$ cat src/rtl/radar_sim_pkg.sv
// radar_sim_pkg: shared types and constants for the radar simulator azimuth blocks
package radar_sim_pkg;

    typedef enum logic [1:0] {
        IDLE,
        RUN,
        STOPPING
    } state_t;

    localparam int CLK_FREQ_HZ    = 100000000;
    localparam int ROT_PERIOD_12S = 1200000000;

    function automatic int az_w(input int acp_per_rev);
        return $clog2(acp_per_rev);
    endfunction

endpackage

$ cat src/rtl/pulse_stretcher.sv
// pulse_stretcher: retriggerable one-shot; OUT stays high WIDTH_CYC cycles after the last TRIG
// Ports: IN_CLK clock, IN_RESETN async active-low reset, TRIG load pulse, OUT stretched level
module pulse_stretcher #(
    parameter int WIDTH_CYC = 100
) (
    input  logic IN_CLK,
    input  logic IN_RESETN,
    input  logic TRIG,
    output logic OUT
);

    localparam int CW = $clog2(WIDTH_CYC + 1);

    logic [CW-1:0] cnt;

    always_ff @(posedge IN_CLK or negedge IN_RESETN) begin
        if (!IN_RESETN)
            cnt <= '0;
        else
            cnt <= TRIG ? CW'(WIDTH_CYC) : (cnt != '0 ? cnt - CW'(1) : cnt);
    end

    assign OUT = cnt != '0;

endmodule

$ cat src/rtl/radar_azimuth_generator.sv
// radar_azimuth_generator: programmable-period ACP/ARP azimuth pulse generator
// Ports: IN_CLK/IN_RESETN clock and async active-low reset; EN rotate level;
//        ROT_PERIOD cycles per revolution; RADAR_ARP/RADAR_ACP pulses; AZIMUTH index;
//        REV_COUNT completed revolutions; BUSY not idle; CFG_ERR sticky bad-period flag
module radar_azimuth_generator
    import radar_sim_pkg::*;
#(
    parameter int ACP_PER_REV     = 4096,
    parameter int ROT_PERIOD_W    = 32,
    parameter int PULSE_WIDTH_CYC = 100,
    parameter int REV_CNT_W       = 16
) (
    input  logic                             IN_CLK,
    input  logic                             IN_RESETN,
    input  logic                             EN,
    input  logic [ROT_PERIOD_W-1:0]          ROT_PERIOD,
    output logic                             RADAR_ARP,
    output logic                             RADAR_ACP,
    output logic [az_w(ACP_PER_REV)-1:0]     AZIMUTH,
    output logic [REV_CNT_W-1:0]             REV_COUNT,
    output logic                             BUSY,
    output logic                             CFG_ERR
);

    localparam int              AW      = ROT_PERIOD_W + 1;
    localparam int              AZ_W    = az_w(ACP_PER_REV);
    localparam logic [AW-1:0]   N_EXT   = AW'(ACP_PER_REV);
    localparam logic [AZ_W-1:0] AZ_LAST = AZ_W'(ACP_PER_REV - 1);

    state_t                  state, state_nx;
    logic [AW-1:0]           acc, acc_nx, sum;
    logic [ROT_PERIOD_W-1:0] period, period_nx;
    logic [AZ_W-1:0]         az_nx;
    logic [REV_CNT_W-1:0]    rev_nx;
    logic                    cfg_err_nx, rot_ok, tick, wrap, suppress, acp_trig, arp_trig;

    // Fractional accumulator: one extra bit so acc + ACP_PER_REV never overflows
    assign sum      = acc + N_EXT;
    assign rot_ok   = {1'b0, ROT_PERIOD} >= N_EXT;
    assign tick     = (state != IDLE) && (sum >= {1'b0, period});
    assign wrap     = tick && (AZIMUTH == AZ_LAST);
    // EN back high in STOPPING cancels the stop, so the wrap tick is then emitted normally
    assign suppress = wrap && (state == STOPPING) && !EN;
    assign BUSY     = state != IDLE;

    always_comb begin
        state_nx   = state;
        acc_nx     = acc;
        period_nx  = period;
        az_nx      = AZIMUTH;
        rev_nx     = REV_COUNT;
        cfg_err_nx = CFG_ERR;
        acp_trig   = 1'b0;
        arp_trig   = 1'b0;
        if (state == IDLE) begin
            if (EN && rot_ok) begin
                state_nx  = RUN;
                acc_nx    = '0;
                period_nx = ROT_PERIOD;
                az_nx     = '0;
                acp_trig  = 1'b1;
                arp_trig  = 1'b1;
            end else if (EN) begin
                cfg_err_nx = 1'b1;
            end
        end else begin
            state_nx = EN ? RUN : STOPPING;
            acc_nx   = tick ? sum - {1'b0, period} : sum;
            if (suppress) begin
                state_nx = IDLE;
                acc_nx   = '0;
                az_nx    = '0;
            end else if (tick) begin
                acp_trig = 1'b1;
                az_nx    = wrap ? '0 : AZIMUTH + AZ_W'(1);
                if (wrap) begin
                    arp_trig = 1'b1;
                    rev_nx   = REV_COUNT + REV_CNT_W'(1);
                    // A bad new period keeps the old one so rotation never stalls
                    if (rot_ok)
                        period_nx = ROT_PERIOD;
                    else
                        cfg_err_nx = 1'b1;
                end
            end
        end
    end

    always_ff @(posedge IN_CLK or negedge IN_RESETN) begin
        if (!IN_RESETN) begin
            state     <= IDLE;
            acc       <= '0;
            period    <= '0;
            AZIMUTH   <= '0;
            REV_COUNT <= '0;
            CFG_ERR   <= 1'b0;
        end else begin
            state     <= state_nx;
            acc       <= acc_nx;
            period    <= period_nx;
            AZIMUTH   <= az_nx;
            REV_COUNT <= rev_nx;
            CFG_ERR   <= cfg_err_nx;
        end
    end

    pulse_stretcher #(.WIDTH_CYC(PULSE_WIDTH_CYC)) u_acp (
        .IN_CLK    (IN_CLK),
        .IN_RESETN (IN_RESETN),
        .TRIG      (acp_trig),
        .OUT       (RADAR_ACP)
    );

    pulse_stretcher #(.WIDTH_CYC(PULSE_WIDTH_CYC)) u_arp (
        .IN_CLK    (IN_CLK),
        .IN_RESETN (IN_RESETN),
        .TRIG      (arp_trig),
        .OUT       (RADAR_ARP)
    );

endmodule

$ cat config.mk
export PLATFORM = sky130hd
export DESIGN_NAME = radar_azimuth_generator
export DESIGN_NICKNAME = d
export VERILOG_FILES = /design/src/rtl/radar_sim_pkg.sv /design/src/rtl/pulse_stretcher.sv /design/src/rtl/radar_azimuth_generator.sv
export SDC_FILE = /design/constraint.sdc
export NUM_CORES = 1
export LEC_CHECK = 0
export ABC_CLOCK_PERIOD_IN_PS = 4050
export BUFFER_PORTS_ARGS = -buffer_cell sky130_fd_sc_hd__buf_4
export CORE_MARGIN = 8
export CORE_UTILIZATION = 35
export CTS_CLUSTER_SIZE = 25
export DETAILED_ROUTE_END_ITERATION = 7
export PLACE_DENSITY = 0.64
export SLEW_MARGIN = 20
export SYNTH_ARGS = -nofsm -noshare
export SYNTH_HDL_FRONTEND = slang
export SYNTH_SLANG_ARGS = --single-unit
$ cat constraint.sdc
create_clock -name IN_CLK -period 4.05 [get_ports IN_CLK]
set_input_delay 1.215 -clock IN_CLK [delete_from_list [all_inputs] [get_ports IN_CLK]]
set_output_delay 1.215 -clock IN_CLK [all_outputs]
set_load 0.01 [all_outputs]
==> flow_summary.ini <==
[min_path]
hold_path.class = flip-flop to flip-flop

[layout]
final_cell_area_mm2 = 0.00886
final_common_cell = buf_4
area_growth_syn_to_layout_pct = 22.3
fin_util_pct = 43.6
stdcell_count = 1166
layout_common_cells = buf_4 (120), dfrtp_1 (108), nand2_1 (88), nor2_1 (64), inv_1 (48)
antenna_cells = 0
final_nets = 965
drive_above_1_share_pct = 24.2

[routing]
vias = 5936
drc = 0
drt-total-wl_um = 18100
post_drt_wl_per_cell_um = 15.6
first_iter_violations = 433
dr.pass1.iters = 5
ant_nets = 0
routed_via_density = 5.09

[placed_design]
port_buffers = 66
place_area_mm2 = 0.00841
place_congestion = 0.868
dp.final_hpwl_um = 14000
placed_cells = 1143

[clocking]
cts_sinks = 110
cts.path.max_buffers = 2
htree_levels = 3
clk_latency_ps = 360
cts_root_buf = clkbuf_16
cts.clk_slew.worst_paths_ps = 90
numCtsBuffers = 9
cts_tree = built
cts_hold_buf = 0

[sta]
min_period_over_period_pct = 95.6
max_freq_ghz = 0.258
timing.final.crit_period_ps = 3870
slew_violations = 0
hold_ws_ps = 461
skew_ps = 11.5
worst_pin_slew_ps = 761
rsz0062_at_grt = yes
setup_viol = 0
max_slew_margin_pct = 49.2
final-hold-violation-count = 0

[synthesis]
async_reset_ff_share_pct = 100
yosysTopAreaCell = dfrtp_1
synth_edf_count = 0
synth_top_area_share_pct = 38.0
synth_cell_types = 76
synth_seq_cells = 110
synth.avg_cell_area_um2 = 9.40
ys_seq_area_share_pct = 38.0
synth_ff_type = dfrtp_1
syn_area_mm2 = 0.00725
synthCells = 771
synth_area_leaders = dfrtp_1 (38%), ha_1 (6.6%), mux2_4 (6.2%)
yosysWarnings = 0
syn-num-nets = 845

[power]
leakage_nw = 4.28
power.density_mw_per_mm2 = 682
ir_drop_mv = 0.298
power_mw = 6.04

[die]
rows = 52
die_x_um = 160
dieHeight_um = 160
io_pins = 67
design.core.area_mm2 = 0.0203
dieArea_mm2 = 0.0256
initial_utilization_pct = 35.7

[critical_path]
cp.arrival_ps = 4120
end_kind = flip-flop
cp_max_fo = 7
worstSetupPathType = flip-flop to flip-flop
cp.required_ps = 4300
startpoint_type = flip-flop

[grt]
grt_usage_pct = 14.2
overflow = 0
grt_max_degree = 58
grt_antenna_before_repair = 0
grt_pass1_vias = 5804
grt_first_pass_wirelength_um = 29900

[flow_run]
max-cap-violations = 0

[run_status]
outcome = completed
[Yosys cell counts (3+ instances only)]
master    number
clkbuf_1       4
a22o_1         3
a22oi_1        6
mux2i_1        4
nor4_1         7
buf_6          5
buf_2          3
mux2_2         6
xor2_1        32
and3_1        17
and4_1         3
a21oi_1       37
dfrtp_1      110
inv_1         48
a211oi_1       3
mux2_4        30
clkbuf_2       3
o21bai_1       4
nand2b_1      12
a21o_1        15
ha_1          38
o21ai_0       47
or3_1          3
xnor2_1       45
nand2_1       90
or2_2          3
a21oi_2        3
and2_1         9
nor2_1        64
a21boi_0       3
nand4_1        8
o211ai_1       3
nor3_1        10
nor2b_1        4
nand3_1       24
o21a_1         6
a31oi_1        6
[kinds of logic (layout without fill, tap and decap cells)]
group           Yosys count  count (layout)  share of synthesized area (%)
compound gates          169             169                           15.5
xor+xnor                 78              78                           9.53
fa+ha+maj                39              39                           6.84
buf+inv                  64             189                           3.99
flops                   110             110                           38.0
mux                      40              40                           7.70
simple gates            271             271                           18.5
[where the power goes]
group	switching [mW]	leakage [nW]	internal [mW]	total, mW
Sequential	0.223	1.38	1.38	1.61
Clock	0.472	0.146	0.445	0.918
Combinational	1.92	2.76	1.60	3.52
Total	2.62	4.28	3.43	6.04
[through the flow]
stage	setup slack (ps)	TNS, ps
CTS	1.66	0
floorplan	63.2	0
finish	179	0
global placement	-10.5	-10.5
detailed placement	-14.2	-14.2
global route	-7.03	-14.7
[metal layers]
metal  GRT usage [%]  vias up  wire [um]
li1                -     2952          -
met4            2.97        0        242
met5               0        -          0
met1            20.1     2819       9080
met2            21.4      147       7820
met3            3.47       18        988
[layout make-up]
class                      instances  area [um2]
multi-input combinational        597        4290
clock buffer                       9         225
fill                            2004       11400
inverter                          48         180
timing repair buffer             125         992
tap                              270         338
sequential                       110        2760
clock inverter                     7        80.1
[state kept, by name, indices dropped and copies added (netlist names)]
signal,flops
period,32
state,2
u_acp.cnt,7
acc,33
u_arp.cnt,7
CFG_ERR,1
REV_COUNT,16
AZIMUTH,12
[worst max-delay path, cell delays in order (launching register included)]
cell	delay, ps
dfrtp_1	410
and2_1	170
and3_1	210
and4_2	270
and2_1	170
xor2_1	150
ha_1	350
nand2_1	110
nor4_4	260
nand3_2	140
o31ai_4	280
a211oi_2	120
buf_4	180
a21oi_4	230
buf_12	150
mux2_2	330
a32oi_1	150
nand2_1	70
[final timing paths]
check                                    startpoint  cells past startpoint  slack (ps)                     to
min in group asynchronous                 IN_RESETN                      1         920  period[1]$_DFFE_PN0P_
worst max register to register  acc[19]$_DFFE_PN0P_                     17         180    acc[18]$_DFFE_PN0P_
max in group asynchronous                 IN_RESETN                      2        2380    acc[14]$_DFFE_PN0P_
worst min-delay path            CFG_ERR$_DFFE_PN0P_                      1         460    CFG_ERR$_DFFE_PN0P_
worst max-delay path            acc[19]$_DFFE_PN0P_                     17         180    acc[18]$_DFFE_PN0P_
worst min register to register  CFG_ERR$_DFFE_PN0P_                      1         460    CFG_ERR$_DFFE_PN0P_
[timing repair]
item                                    in CTS  in global routing
buffers inserted                             1                  6
resized for setup                            1                 21
pin swaps                                    1                  8
endpoints found under the setup margin       2                 95
(Power assumes the default switching activity.)
